==> src/rtl/srsw_ram_arbiter_if.sv <==
`default_nettype none
// ============================================================================
//  Module      : srsw_ram_arbiter_if
//  Description : Requester-side handshake bus plus RAM-side port bundle for
//                srsw_ram_arbiter. The arbiter binds to the slave modport.
//  Revision    : 1.0 - initial release
// ============================================================================
interface srsw_ram_arbiter_if #(
    parameter int NREQ = 2,
    parameter int AW   = 2,
    parameter int DW   = 32
);
    // requester side
    logic [NREQ-1:0]    wr_valid;
    logic [NREQ-1:0]    wr_ready;
    logic [NREQ*AW-1:0] wr_addr;
    logic [NREQ*DW-1:0] wr_data;
    logic [NREQ-1:0]    rd_valid;
    logic [NREQ-1:0]    rd_ready;
    logic [NREQ*AW-1:0] rd_addr;
    logic [NREQ-1:0]    resp_valid;
    logic [DW-1:0]      resp_data;

    // memory side
    logic               ram_wen;
    logic [AW-1:0]      ram_waddr;
    logic [DW-1:0]      ram_wdata;
    logic               ram_ren;
    logic [AW-1:0]      ram_raddr;
    logic [DW-1:0]      ram_rdata;

    modport slave (
        input  wr_valid, wr_addr, wr_data, rd_valid, rd_addr, ram_rdata,
        output wr_ready, rd_ready, resp_valid, resp_data,
               ram_wen, ram_waddr, ram_wdata, ram_ren, ram_raddr
    );

    modport master (
        output wr_valid, wr_addr, wr_data, rd_valid, rd_addr, ram_rdata,
        input  wr_ready, rd_ready, resp_valid, resp_data,
               ram_wen, ram_waddr, ram_wdata, ram_ren, ram_raddr
    );
endinterface
`default_nettype wire

==> src/rtl/srsw_ram_arbiter.sv <==
`default_nettype none
// ============================================================================
//  Module      : srsw_ram_arbiter
//  Description : Shares one single-read/single-write RAM (registered read
//                data) among NREQ requesters with independent round-robin
//                write and read arbiters; halt freezes all activity.
//                Define SRSW_ARB_BYPASS_EN for write-first same-address
//                read/write collisions.
//  Revision    : 1.0 - initial release
// ============================================================================
module srsw_ram_arbiter #(
    parameter int NREQ = 2,
    parameter int AW   = 2,
    parameter int DW   = 32
) (
    input  wire logic           clk,
    input  wire logic           rst,
    input  wire logic           halt,
    srsw_ram_arbiter_if.slave   bus
);

    localparam int                c_PW       = (NREQ > 1) ? $clog2(NREQ) : 1;
    localparam logic [c_PW-1:0]   c_PTR_RST  = c_PW'(NREQ - 1);

    // Returns {hit, index}; scan runs from lowest priority to highest so the
    // highest-priority requester (ptr+1) is the last to overwrite the result.
    function automatic logic [c_PW:0] f_rr_pick(
        input logic [NREQ-1:0] req,
        input logic [c_PW-1:0] ptr
    );
        logic [c_PW:0] res;
        int            idx;
        res = '0;
        for (int k = NREQ; k >= 1; k--) begin
            idx = int'(ptr) + k;
            if (idx >= NREQ) begin
                idx = idx - NREQ;
            end
            if (req[c_PW'(idx)]) begin
                res = {1'b1, c_PW'(idx)};
            end
        end
        return res;
    endfunction

    logic [c_PW-1:0] r_wr_ptr;
    logic [c_PW-1:0] r_rd_ptr;
    logic            r_pend;
    logic [c_PW-1:0] r_pend_id;

    logic            w_gnt_en;
    logic [c_PW:0]   w_wr_pick;
    logic [c_PW:0]   w_rd_pick;
    logic            w_wr_vld;
    logic            w_rd_vld;
    logic [c_PW-1:0] w_wr_idx;
    logic [c_PW-1:0] w_rd_idx;
    logic [NREQ-1:0] w_wr_oh;
    logic [NREQ-1:0] w_rd_oh;
    logic [AW-1:0]   w_ram_waddr;
    logic [DW-1:0]   w_ram_wdata;
    logic [AW-1:0]   w_ram_raddr;
    logic            w_resp_en;
    logic [DW-1:0]   w_rd_src;

    // rst and halt both suppress every grant and response
    assign w_gnt_en  = !rst && !halt;

    assign w_wr_pick = f_rr_pick(bus.wr_valid, r_wr_ptr);
    assign w_rd_pick = f_rr_pick(bus.rd_valid, r_rd_ptr);

    assign w_wr_vld  = w_gnt_en && w_wr_pick[c_PW];
    assign w_rd_vld  = w_gnt_en && w_rd_pick[c_PW];
    assign w_wr_idx  = w_wr_pick[c_PW-1:0];
    assign w_rd_idx  = w_rd_pick[c_PW-1:0];

    assign w_wr_oh   = w_wr_vld ? (NREQ'(1) << w_wr_idx) : '0;
    assign w_rd_oh   = w_rd_vld ? (NREQ'(1) << w_rd_idx) : '0;

    // One-hot AND-OR muxes; all-zero when no grant
    always_comb begin
        w_ram_waddr = '0;
        w_ram_wdata = '0;
        w_ram_raddr = '0;
        for (int i = 0; i < NREQ; i++) begin
            if (w_wr_oh[i]) begin
                w_ram_waddr = w_ram_waddr | bus.wr_addr[i*AW +: AW];
                w_ram_wdata = w_ram_wdata | bus.wr_data[i*DW +: DW];
            end
            if (w_rd_oh[i]) begin
                w_ram_raddr = w_ram_raddr | bus.rd_addr[i*AW +: AW];
            end
        end
    end

    always_ff @(posedge clk) begin
        if (rst) begin
            r_wr_ptr  <= c_PTR_RST;
            r_rd_ptr  <= c_PTR_RST;
            r_pend    <= 1'b0;
            r_pend_id <= '0;
        end else if (!halt) begin
            if (w_wr_vld) begin
                r_wr_ptr <= w_wr_idx;
            end
            if (w_rd_vld) begin
                r_rd_ptr  <= w_rd_idx;
                r_pend_id <= w_rd_idx;
            end
            r_pend <= w_rd_vld;
        end
    end

`ifdef SRSW_ARB_BYPASS_EN
    logic          r_byp_flag;
    logic [DW-1:0] r_byp_data;
    logic          w_collide;

    assign w_collide = w_wr_vld && w_rd_vld && (w_ram_waddr == w_ram_raddr);

    // Flag tracks the outstanding read, so it only moves when a read is granted
    always_ff @(posedge clk) begin
        if (rst) begin
            r_byp_flag <= 1'b0;
            r_byp_data <= '0;
        end else if (!halt && w_rd_vld) begin
            r_byp_flag <= w_collide;
            if (w_collide) begin
                r_byp_data <= w_ram_wdata;
            end
        end
    end

    assign w_rd_src = r_byp_flag ? r_byp_data : bus.ram_rdata;
`else
    assign w_rd_src = bus.ram_rdata;
`endif

    assign w_resp_en      = r_pend && w_gnt_en;

    assign bus.wr_ready   = w_wr_oh;
    assign bus.rd_ready   = w_rd_oh;
    assign bus.ram_wen    = w_wr_vld;
    assign bus.ram_waddr  = w_ram_waddr;
    assign bus.ram_wdata  = w_ram_wdata;
    assign bus.ram_ren    = w_rd_vld;
    assign bus.ram_raddr  = w_ram_raddr;
    assign bus.resp_valid = w_resp_en ? (NREQ'(1) << r_pend_id) : '0;
    assign bus.resp_data  = w_resp_en ? w_rd_src : '0;

endmodule
`default_nettype wire

==> src/flat_wrapper.sv <==
// flat-port wrapper written by rule: the top's interface ports become plain ports
module srsw_ram_arbiter_flat 
#(
    parameter int NREQ = 2,
    parameter int AW   = 2,
    parameter int DW   = 32
)
  (clk, rst, halt, bus_wr_valid, bus_wr_addr, bus_wr_data, bus_rd_valid, bus_rd_addr, bus_ram_rdata, bus_wr_ready, bus_rd_ready, bus_resp_valid, bus_resp_data, bus_ram_wen, bus_ram_waddr, bus_ram_wdata, bus_ram_ren, bus_ram_raddr);
  srsw_ram_arbiter_if #(.NREQ(NREQ), .AW(AW), .DW(DW)) bus_i ();
  input  wire logic clk;
  input  wire logic rst;
  input  wire logic halt;
  input wire logic [$bits(bus_i.wr_valid)-1:0] bus_wr_valid;
  input wire logic [$bits(bus_i.wr_addr)-1:0] bus_wr_addr;
  input wire logic [$bits(bus_i.wr_data)-1:0] bus_wr_data;
  input wire logic [$bits(bus_i.rd_valid)-1:0] bus_rd_valid;
  input wire logic [$bits(bus_i.rd_addr)-1:0] bus_rd_addr;
  input wire logic [$bits(bus_i.ram_rdata)-1:0] bus_ram_rdata;
  output wire logic [$bits(bus_i.wr_ready)-1:0] bus_wr_ready;
  output wire logic [$bits(bus_i.rd_ready)-1:0] bus_rd_ready;
  output wire logic [$bits(bus_i.resp_valid)-1:0] bus_resp_valid;
  output wire logic [$bits(bus_i.resp_data)-1:0] bus_resp_data;
  output wire logic [$bits(bus_i.ram_wen)-1:0] bus_ram_wen;
  output wire logic [$bits(bus_i.ram_waddr)-1:0] bus_ram_waddr;
  output wire logic [$bits(bus_i.ram_wdata)-1:0] bus_ram_wdata;
  output wire logic [$bits(bus_i.ram_ren)-1:0] bus_ram_ren;
  output wire logic [$bits(bus_i.ram_raddr)-1:0] bus_ram_raddr;
  assign bus_i.wr_valid = bus_wr_valid;
  assign bus_i.wr_addr = bus_wr_addr;
  assign bus_i.wr_data = bus_wr_data;
  assign bus_i.rd_valid = bus_rd_valid;
  assign bus_i.rd_addr = bus_rd_addr;
  assign bus_i.ram_rdata = bus_ram_rdata;
  assign bus_wr_ready = bus_i.wr_ready;
  assign bus_rd_ready = bus_i.rd_ready;
  assign bus_resp_valid = bus_i.resp_valid;
  assign bus_resp_data = bus_i.resp_data;
  assign bus_ram_wen = bus_i.ram_wen;
  assign bus_ram_waddr = bus_i.ram_waddr;
  assign bus_ram_wdata = bus_i.ram_wdata;
  assign bus_ram_ren = bus_i.ram_ren;
  assign bus_ram_raddr = bus_i.ram_raddr;
  srsw_ram_arbiter #(.NREQ(NREQ), .AW(AW), .DW(DW)) u_core (.clk(clk), .rst(rst), .halt(halt), .bus(bus_i));
endmodule
==> config.mk <==
export PLATFORM = sky130hd
export DESIGN_NAME = srsw_ram_arbiter_flat
export DESIGN_NICKNAME = d
export VERILOG_FILES = /design/src/rtl/srsw_ram_arbiter_if.sv /design/src/rtl/srsw_ram_arbiter.sv /design/src/flat_wrapper.sv
export SDC_FILE = /design/constraint.sdc
export NUM_CORES = 1
export LEC_CHECK = 0
export BUFFER_PORTS_ARGS = -buffer_cell sky130_fd_sc_hd__buf_2
export CORE_AREA = 3 3 72 74
export CTS_CLUSTER_DIAMETER = 50
export DETAILED_ROUTE_END_ITERATION = 10
export DIE_AREA = 0 0 75 77
export GPL_TIMING_DRIVEN = 0
export PLACE_DENSITY = 0.64
export SKIP_LAST_GASP = 1
export SLEW_MARGIN = 20
export SYNTH_ARGS = -nofsm -noshare
export SYNTH_HDL_FRONTEND = slang
export SYNTH_SLANG_ARGS = --single-unit
==> constraint.sdc <==
create_clock -name clk -period 1.4 [get_ports clk]
set_input_delay 0.14 -clock clk [delete_from_list [all_inputs] [get_ports clk]]
set_output_delay 0.14 -clock clk [all_outputs]
set_load 0.01 [all_outputs]
# Word level (Yosys, flattened, before mapping)
# Cells that the tools add are included.
[word_totals]
register_bits = 4
in_bits = 111
output_inout_bits = 76
wordCells = 61
[op_classes]
addsub = 8
n_lt_le_gt_ge = 8
shifts = 3
n_mux = 26
bitwise_logic = 4
n_reduce_logical = 8
[ops]
columns = ["cell", "count"]
rows = [
  ["$mux 32", 3],
  ["$or 32x32->32", 1],
  ["$mux 2", 11],
  ["$lt 1x3->1 const B", 4],
  ["$mux 1", 12],
  ["$add 1x2->3 const B", 2],
  ["$ge 3x2->1 const B", 2],
  ["$shl 1x1->2 const A", 3],
  ["$add 1x1->2 const B", 2],
  ["$ge 2x2->1 const B", 2],
  ["$logic_and 1x1->1", 4],
  ["$or 2x2->2", 2],
  ["$reduce_and 2->1", 2],
  ["$sub 1x1->1 const B", 4],
  ["$logic_not 1->1", 2],
  ["$not 1->1", 1],
]

# Depth between registers and ports, before layout
# Gate-level depths: netlist (run 1).
[depth]
depth_word = 13
ltp_mapped = 4
ltp_nobuf = 3

# Worst setup path after synthesis (run 1)
# No wires, ideal clock.
[synth_timing]
path_type = "flip-flop to output port"
start = "register u_core.r_wr_ptr"
end = "output port bus_ram_wdata[15]"
t_arrival_ns = 1.030
required_time_ns = 1.260
path_slack_ns = 0.230
path_stages_with_launch = 5
n_path_buf = 2
path_cell_list = "dfxtp_1 buf_4 buf_2 mux2i_1 nor2_1"
[synth_via]
elab_chain_len = 10
word_cells_on_any_way = 15
[synth_lines]
columns = ["item", "line_no", "source"]
rows = [
  ["start: declaration", "srsw_ram_arbiter.sv:46", "logic [c_PW-1:0] r_wr_ptr;"],
  ["start signal: assignment", "srsw_ram_arbiter.sv:98", "r_wr_ptr <= c_PTR_RST;"],
  ["start signal: assignment", "srsw_ram_arbiter.sv:104", "r_wr_ptr <= w_wr_idx;"],
  ["$add 1x2->3", "srsw_ram_arbiter.sv:35", "idx = int'(ptr) + k;"],
  ["$ge 3x2->1 / $sub 1x1->1 (equally long branches)", "srsw_ram_arbiter.sv:36, srsw_ram_arbiter.sv:37", ""],
  ["$mux 1", "srsw_ram_arbiter.sv:36", "if (idx >= NREQ) begin"],
  ["$mux 2", "srsw_ram_arbiter.sv:39", "if (req[c_PW'(idx)]) begin"],
  ["$mux 2 (*)", "srsw_ram_arbiter.sv:39", ""],
  ["$shl 1x1->2 (*)", "srsw_ram_arbiter.sv:77", "assign w_wr_oh = w_wr_vld ? (NREQ'(1) << w_wr_idx) : '0;"],
  ["$mux 2 (*)", "srsw_ram_arbiter.sv:77", ""],
  ["$mux 32", "srsw_ram_arbiter.sv:86", "if (w_wr_oh[i]) begin"],
  ["$or 32x32->32", "srsw_ram_arbiter.sv:88", "w_ram_wdata = w_ram_wdata | bus.wr_data[i*DW +: DW];"],
  ["$mux 32 (*)", "srsw_ram_arbiter.sv:86", ""],
  ["end: declaration", "flat_wrapper.sv:25", "output wire logic [$bits(bus_i.ram_wdata)-1:0] bus_ram_wdata;"],
]
# Every way passes the cells marked *; elsewhere a longest branch is shown, timed or not.

# Worst setup path after layout (run 1)
[layout_timing]
start = "register u_core.r_pend"
end = "output port bus_resp_data[6]"
[layout_via]
elab_chain_len = 2
[layout_lines]
columns = ["item", "line_no", "source"]
rows = [
  ["start: declaration", "srsw_ram_arbiter.sv:48", "logic r_pend;"],
  ["start signal: assignment", "srsw_ram_arbiter.sv:110", "r_pend <= w_rd_vld;"],
  ["$logic_and 1x1->1", "srsw_ram_arbiter.sv:139", "assign w_resp_en = r_pend && w_gnt_en;"],
  ["$mux 32", "srsw_ram_arbiter.sv:149", "assign bus.resp_data = w_resp_en ? w_rd_src : '0;"],
  ["end: declaration", "flat_wrapper.sv:22", "output wire logic [$bits(bus_i.resp_data)-1:0] bus_resp_data;"],
]
# Every way passes these cells.

==> results.cfg, run 1 <==
[timing]
setup_viol = 0
slew_headroom_pct = 84.6
hold_viol_final = 0
rsz0062_at_grt = yes
layout_min_cycle_time_ns = 1.39
fmax_ghz = 0.718
period_share_pct = 99.5
fin_setup_tns_ns = 0
tightest_slew_ns = 0.230
fin_ws_ns = 0.00669
clock_skew_ns = 0.00278
drv_slew = 0

[critical_path]
path_max_fanout = 7
path_class = reg2out
reg2regPathDepth = 5
r2r_setup_slack_ns = 0.39
max_stage_delay_ns = 0.31
path_cells = nor3b_4 -> buf_6 -> buf_6 -> and2_4 -> buf_6
rr_endpoint = u_core.r_wr_ptr
crit_required_ns = 1.26
reg2reg_from = u_core.r_wr_ptr
setup.worst_path.end = bus_resp_data[6]
cp_common_cell = buf_6
crit_start = u_core.r_pend
start_kind = flip-flop
cp_slowest_cell = dfxtp_2
end_kind = output pin
arrival_ns = 1.25

[floorplan]
fp.dieH_um = 77
core-area_um2 = 4660
num_rows = 25
die_w_um = 75
fp.dieArea_um2 = 5780
io_pins = 187
initial_utilization_pct = 21.1

[synthesis]
synth_cell_types = 19
syn_area_per_cell_um2 = 6.92
syn_area_um2 = 982
synth-seq-area-share_pct = 8.15
syn_nets = 253
ys_ff_latch = 4
synth_warnings = 0
synthArstFlopShare_pct = 0
synthCells = 142
synth_ff_type = dfxtp_1
synth-edff-count = 0

[detailed_routing]
drcViolationCount = 0
drt_first_pass_iters = 4
wl_um = 5160
vias = 1699
wire_per_inst_um = 13.1
drtAntennaViolNets = 0
drtIter0Drc = 29
viasPerCell = 4.32

[grt]
gr-total-overflow = 0
grt_usage_pct = 14.3
grt_pass1_wl_um = 6760
antenna_found_initial = 0
grt_start_max_net_pins = 11
grt_pass1_vias = 1575

[cts]
cts_buffer_depth = 2
clock-sinks = 4
cts_tree = built
insertion_delay_ns = 0.22
clk_pin_slew_worst_paths_ns = 0.03
cts-hold-fix-buffers = 0
cts_made_buffers = 3
htree_levels = 1
cts-root-buf = clkbuf_8

[final_layout]
n_antenna_cell = 0
fin_cells = 393
drive_gt1_share_pct = 74.3
area_delta_synth_final_pct = 160
nNetsFinal = 452
fillCellCount = 432
post-route-util_pct = 54.7
postLayoutCellArea_um2 = 2550

[place]
pre_cts_slack_ns = -0.0517
io_buffer_count = 184
dp.cells = 380
place_congestion = 0.709
dpl_cell_area_um2 = 1970
dp_hpwl_um = 3860

[run_status]
run_status = finished, final reports clean

[run]
max-cap-violations = 0

[power_and_ir_drop]
p_leak_nw = 1.65
irDropWorstVdd_uv = 246
powerDensity_nw_per_um2 = 356

[hold_path]
hold_start = bus_wr_valid[0]
hp-class = in2reg
[cells in the mapped netlist (2+ instances only)]
cell type | count | area share, %
inv_1 | 3 | 1.1
and2_1 | 34 | 22
mux2i_1 | 36 | 37
nor2b_1 | 2 | 1.3
dfxtp_1 | 4 | 8.2
nor2_1 | 41 | 16
buf_2 | 4 | 2.0
a22oi_1 | 2 | 1.5
buf_6 | 3 | 3.4
nand2b_1 | 2 | 1.3
clkbuf_1 | 3 | 1.1
[stage by stage]
step / hold WS (ns) / power (mW)
global placement: 0.397 / 0.543
finish: 0.186 / 0.908
CTS: 0.181 / 0.835
global route: 0.189 / 0.980
floorplan: 0.209 / 0.332
detailed placement: 0.402 / 0.551
[cells in the final DEF, fill, tap and decap left out, drive strengths merged]
cell type,Yosys,layout
buf,9,204
nor2,41,41
mux2i,36,36
and2,34,34
clkbuf,3,5
dfxtp,4,4
inv,3,3
nand2b,2,2
a22oi,2,2
or3b,2,2
nor2b,2,2
nor3b,1,1
nand2,1,1
a21oi,1,1
a22o,1,1
[final cells by class]
type / instances / area (um2) / area share, %
Timing Repair Buffer: 195 / 1270 / 49.7
Multi-Input combinational cell: 123 / 927 / 36.4
Clock buffer: 3 / 41.3 / 1.62
Inverter: 3 / 11.3 / 0.442
Tap cell: 54 / 67.6 / 2.65
Sequential cell: 4 / 82.6 / 3.24
Buffer: 11 / 153 / 5.99
[worst max-delay path: cells and delay by family (launching register included)]
kind                   cells  cell delay (ns)
AND/OR/NAND/NOR            2             0.31
flip-flops                 1             0.31
buffers and inverters      3             0.40
[where the power goes]
group	internal, mW	leakage, nW	switching, mW
Clock	0.183	0.0216	0.0567
Sequential	0.122	0.0329	0.00738
Combinational	0.323	1.59	0.216
Total	0.629	1.65	0.280
[sequential cells by signal, indices dropped and copies added (netlist names)]
signal / flops
u_core.r_pend: 1
u_core.r_pend_id: 1
u_core.r_rd_ptr: 1
u_core.r_wr_ptr: 1
[cell families after synthesis]
| family | share of synthesized area, % |
|---|---|
| simple gates | 43.3 |
| mux | 36.7 |
| buf+inv | 8.92 |
| compound gates | 2.93 |
| flops | 8.15 |
[metal layers]
layer | up-vias | wire length, um | global-route usage (%)
met1 | 720 | 1700 | 14.5
met4 | 0 | 65 | 3.56
met5 | - | 0 | 0
met3 | 4 | 671 | 3.15
met2 | 121 | 2720 | 28.0
li1 | 854 | - | -
[worst min path at each step]
stage	endpoint	depth (start not counted)
2_1_floorplan	u_core.r_pend	1
3_3_place_gp	u_core.r_pend	2
3_5_place_dp	u_core.r_pend	2
4_1_cts	u_core.r_pend	2
5_1_grt	u_core.r_wr_ptr	3
6_report	u_core.r_wr_ptr	3
[what timing repair did]
item,in CTS,in global routing
resized for setup,19,90
setup buffers,4,2
cloned,3,2
pin swaps,0,32
endpoints found under the setup margin,52,67
Note: power is estimated with default switching activity, not from simulation.
==> run 2: changes to the inputs <==
Settings changed: GPL_ROUTABILITY_DRIVEN from default to 0.
Clock period 1.4 ns to 1.5 ns, I/O delays scaled along.
==> run 2 against run 1 <==
Effect of this change:
- critical path depth unchanged
- total power down 16%
- hold slack better by 0.018 ns
- largest power group unchanged
==> results.cfg, run 2 (same netlist as run 1, synthesis figures left out) <==
[timing]
drv_slew = 0
tightest_slew_ns = 0.286
fmax_ghz = 0.708
rsz0062_at_grt = yes
setup_viol = 0
hold_viol_final = 0
period_share_pct = 94.1
layout_min_cycle_time_ns = 1.41
clock_skew_ns = 0.00242
slew_headroom_pct = 80.9

[critical_path]
cp_common_cell = buf_6
path_cells = buf_6 -> buf_6 -> mux2i_1 -> nor2_1 -> buf_2
start_kind = flip-flop
crit_start = u_core.r_wr_ptr
max_stage_delay_ns = 0.33
reg2reg_from = u_core.r_rd_ptr
path_max_fanout = 10
cp_top_family = buffers and inverters
setup.worst_path.end = bus_ram_wdata[18]
cp_slowest_cell = dfxtp_1
crit_cells = 5
arrival_ns = 1.26
path_class = reg2out
crit_required_ns = 1.35
reg2regPathDepth = 3
end_kind = output pin
crit_buf_inv = 3
r2r_setup_slack_ns = 0.53
rr_endpoint = u_core.r_pend_id

[run]
max-cap-violations = 0

[grt]
gr-total-overflow = 0
grt_start_max_net_pins = 11
antenna_found_initial = 0
grt_pass1_vias = 1521
grt_pass1_wl_um = 6530
grt_usage_pct = 13.8

[floorplan]
die_w_um = 75
fp.dieArea_um2 = 5780
fp.dieH_um = 77
core-area_um2 = 4660
io_pins = 187
num_rows = 25
initial_utilization_pct = 21.1

[final_layout]
area_delta_synth_final_pct = 113
fin_cells = 389
nNetsFinal = 448
layout_commonest_cell = buf_2
layout.cells.most_common_list = 184 x buf_2, 41 x nor2_1, 36 x mux2i_1
n_antenna_cell = 0
drive_gt1_share_pct = 61.5

[power_and_ir_drop]
p_leak_nw = 1.53
irDropWorstVdd_uv = 228
fin_total_pwr_mw = 0.759
powerDensity_nw_per_um2 = 362

[hold_path]
hold_start = bus_wr_valid[0]
hp-class = in2reg

[cts]
cts_tree = built
cts-root-buf = clkbuf_8
cts_buffer_depth = 2
insertion_delay_ns = 0.22
htree_levels = 1
cts-hold-fix-buffers = 0
clock-sinks = 4
cts_made_buffers = 3
clk_pin_slew_worst_paths_ns = 0.03

[detailed_routing]
wl_met3_um = 596
highest_layer = met4
wl_met2_um = 2230
drtIter0Drc = 18
drt_first_pass_iters = 4
drtAntennaViolNets = 0
wl_um = 4420
wl_met1_um = 1530
drcViolationCount = 0
wire_per_inst_um = 11.4
vias = 1665
viasPerCell = 4.28

[run_status]
run_status = finished, final reports clean

[place]
dp.cells = 380
dp_hpwl_um = 3860
io_buffer_count = 184
-- run 2: changes by cell type in the layout (fill, tap and decap cells not counted), moves of 3 or more --
cell	previous run	this run
buf_6	41	6
buf_2	153	184
and2_1	4	34
and2_4	30	0
buf_4	3	10
nor2_1	36	41
nor2_2	5	0
buf_8	4	0
buf_12	3	0
mux2i_1	33	36
mux2i_2	3	0
-- run 2: what timing repair did --
action,in CTS,in global routing
gates resized for setup,8,13
setup endpoints to repair,47,50
buffers inserted,1,5
-- run 2: where the power goes --
group / internal (mW) / total [mW] / switching [mW]
clock network: 0.171 / 0.224 / 0.0528
registers: 0.114 / 0.116 / 0.00270
logic: 0.242 / 0.419 / 0.177
-- run 2: stage by stage --
step           TNS [ns]  worst slack (ns)  area [um2]  utilization (%)  hold slack (ns)
3_3_place_gp          0            0.0771        1970             42.3            0.407
2_1_floorplan         0             0.320         982                -            0.219
6_report              0            0.0885        2100             45.0            0.204
5_1_grt          -0.123           -0.0196        2100             45.0            0.207
4_1_cts               0           0.00271        2040             43.8            0.199
3_5_place_dp          0            0.0383        1970             42.3            0.412
-- run 2: worst min-delay path by stage --
stage | endpoint | cells after the start
5_1_grt | u_core.r_wr_ptr | 3
4_1_cts | u_core.r_pend | 2
2_1_floorplan | u_core.r_pend | 1
3_3_place_gp | u_core.r_pend | 2
6_report | u_core.r_wr_ptr | 3
3_5_place_dp | u_core.r_pend | 2
-- run 2: layer usage --
metal	vias up	track usage, %
li1	846	-
met1	694	14.3
met2	121	26.5
met3	4	3.15
met4	0	3.56
met5	-	0
-- run 2: tightest hold or removal path, stage by stage --
cell	delay (ns)
buf_2	0.10
nand2b_1	0.06
a22oi_1	0.05
-- run 2: area by class of cell --
type,instances,area [um2]
timing repair buffer,190,966
tap,54,67.6
multi-input combinational,123,821
buffer,12,109
sequential,4,80.1
inverter,3,11.3
fill,481,2560
clock buffer,3,41.3
==> run 3: changes to the inputs <==
Clock period 1.5 ns to 1.6 ns, I/O delays scaled along.
==> run 3 against run 2 <==
Effect of this change:
- non-clock buffer count is 5 lower
- sequential share of layout area rose by 0.093 points
- die area is the same
- global-route usage is 0.10 points higher
- highest routed layer unchanged
- total power shrank 8.3%
- combinational power down 9.8%
- core utilization decreased by 1.1 points
- largest power group unchanged
- critical path depth unchanged
- final cell count fell by 1.3%
- sequential cell count is the same
- via count shrank 0.96%
- routed wire length fell by 0.81%
==> results.cfg, run 3 (same netlist as run 1, synthesis figures left out) <==
[place]
dpl_cell_area_um2 = 1970
dp_hpwl_um = 3860
dp.cells = 380
io_buffer_count = 184
pre_cts_slack_ns = 0.119

[final_layout]
area_delta_synth_final_pct = 108
n_antenna_cell = 0
drive_gt1_share_pct = 60.9
nNetsFinal = 443
layout.cells.most_common_list = 187 x buf_2, 41 x nor2_1, 36 x mux2i_1
layout_commonest_cell = buf_2
postLayoutCellArea_um2 = 2050
fin_cells = 384
post-route-util_pct = 43.9

[critical_path]
crit_required_ns = 1.44
end_kind = output pin
path_class = reg2out
path_max_fanout = 10
arrival_ns = 1.31
start_kind = flip-flop

[run_status]
run_status = finished, final reports clean

[timing]
tightest_slew_ns = 0.297
hold_viol_final = 0
drv_slew = 0
fin_ws_ns = 0.127
period_share_pct = 92.0
clock_skew_ns = 0.00261
hold_slack_ns = 0.214
setup_viol = 0
layout_min_cycle_time_ns = 1.47
rsz0062_at_grt = no
slew_headroom_pct = 80.2
fmax_ghz = 0.679
fin_setup_tns_ns = 0

[power_and_ir_drop]
fin_total_pwr_mw = 0.696
irDropWorstVdd_uv = 213
seqPwrFrac_pct = 15.7
powerDensity_nw_per_um2 = 340
p_clk_share_pct = 30.1
p_comb_share_pct = 54.3
switching_share_pct = 31.0
internal-power_mw = 0.480
p_switching_mw = 0.216
p_leak_nw = 1.50

[grt]
grt_pass1_wl_um = 6540
antenna_found_initial = 0
gr-total-overflow = 0
grt_usage_pct = 13.9
grt_pass1_vias = 1519
grt_start_max_net_pins = 11

[detailed_routing]
drtAntennaViolNets = 0
wl_um = 4380
vias = 1649
drtIter0Drc = 22
drcViolationCount = 0
drt_first_pass_iters = 4
viasPerCell = 4.29
wire_per_inst_um = 11.4

[cts]
cts_tree = built
cts-root-buf = clkbuf_8
cts_made_buffers = 3
clk_pin_slew_worst_paths_ns = 0.03
clock-sinks = 4
cts_buffer_depth = 2
insertion_delay_ns = 0.22
htree_levels = 1

[floorplan]
fp.dieH_um = 77
fp.dieArea_um2 = 5780
initial_utilization_pct = 21.1
num_rows = 25
io_pins = 187
die_w_um = 75
core-area_um2 = 4660

[hold_path]
hp-class = in2reg

[run]
max-cap-violations = 0
==> run 3: cell types whose count changed in the layout (fill, tap and decap cells not counted) <==
cell,change
clkbuf_2,+2
buf_2,+3
buf_4,-9
clkbuf_4,-1
==> run 3: area by class of cell <==
class | instances | area (um2)
clock buffer | 3 | 41.3
fill | 488 | 2620
multi-input combinational | 123 | 821
inverter | 3 | 11.3
buffer | 12 | 96.3
timing repair buffer | 185 | 928
tap | 54 | 67.6
sequential | 4 | 80.1
==> run 3: worst max-delay path, stage by stage (launching register included) <==
cell     delay, ns
dfxtp_1       0.33
buf_6         0.18
buf_6         0.19
mux2i_1       0.21
nor2_1        0.05
buf_2         0.13
==> run 3: power by group through the flow <==
| stage | sequential [mW] | combinational (mW) | clock, mW |
|---|---|---|---|
| after detailed placement | 0.110 | 0.372 | 0 |
| final | 0.109 | 0.378 | 0.209 |
| after floorplan | 0.109 | 0.181 | 0 |
| after CTS | 0.109 | 0.378 | 0.219 |
| after global routing | 0.110 | 0.419 | 0.232 |
| after global placement | 0.110 | 0.365 | 0 |
==> run 3: metal layers <==
metal  global-route usage, %  up-vias  share of wire, %
li1                        -      836                 -
met1                    14.1      688                35
met2                    27.0      121                50
met3                    3.15        4                14
met4                    3.56        0               1.5
met5                       0        -                 0
==> run 3: repair_timing <==
action | CTS | global route
setup endpoints to repair | 46 | 45
setup buffers | 0 | 1
hold endpoints to repair | 0 | 0
resized for setup | 6 | 4
hold buffers | 0 | 0
gates cloned | 0 | 0
==> run 3: path summary, 6_finish.rpt <==
kind,endpoint,slack (ns),cells after the start,from
hold reg to reg,u_core.r_pend,0.46,2,u_core.r_pend
hold / removal,u_core.r_wr_ptr,0.21,3,bus_wr_valid[0]
setup reg to reg,u_core.r_pend_id,0.63,3,u_core.r_rd_ptr
setup / recovery,bus_ram_wdata[18],0.13,5,u_core.r_wr_ptr
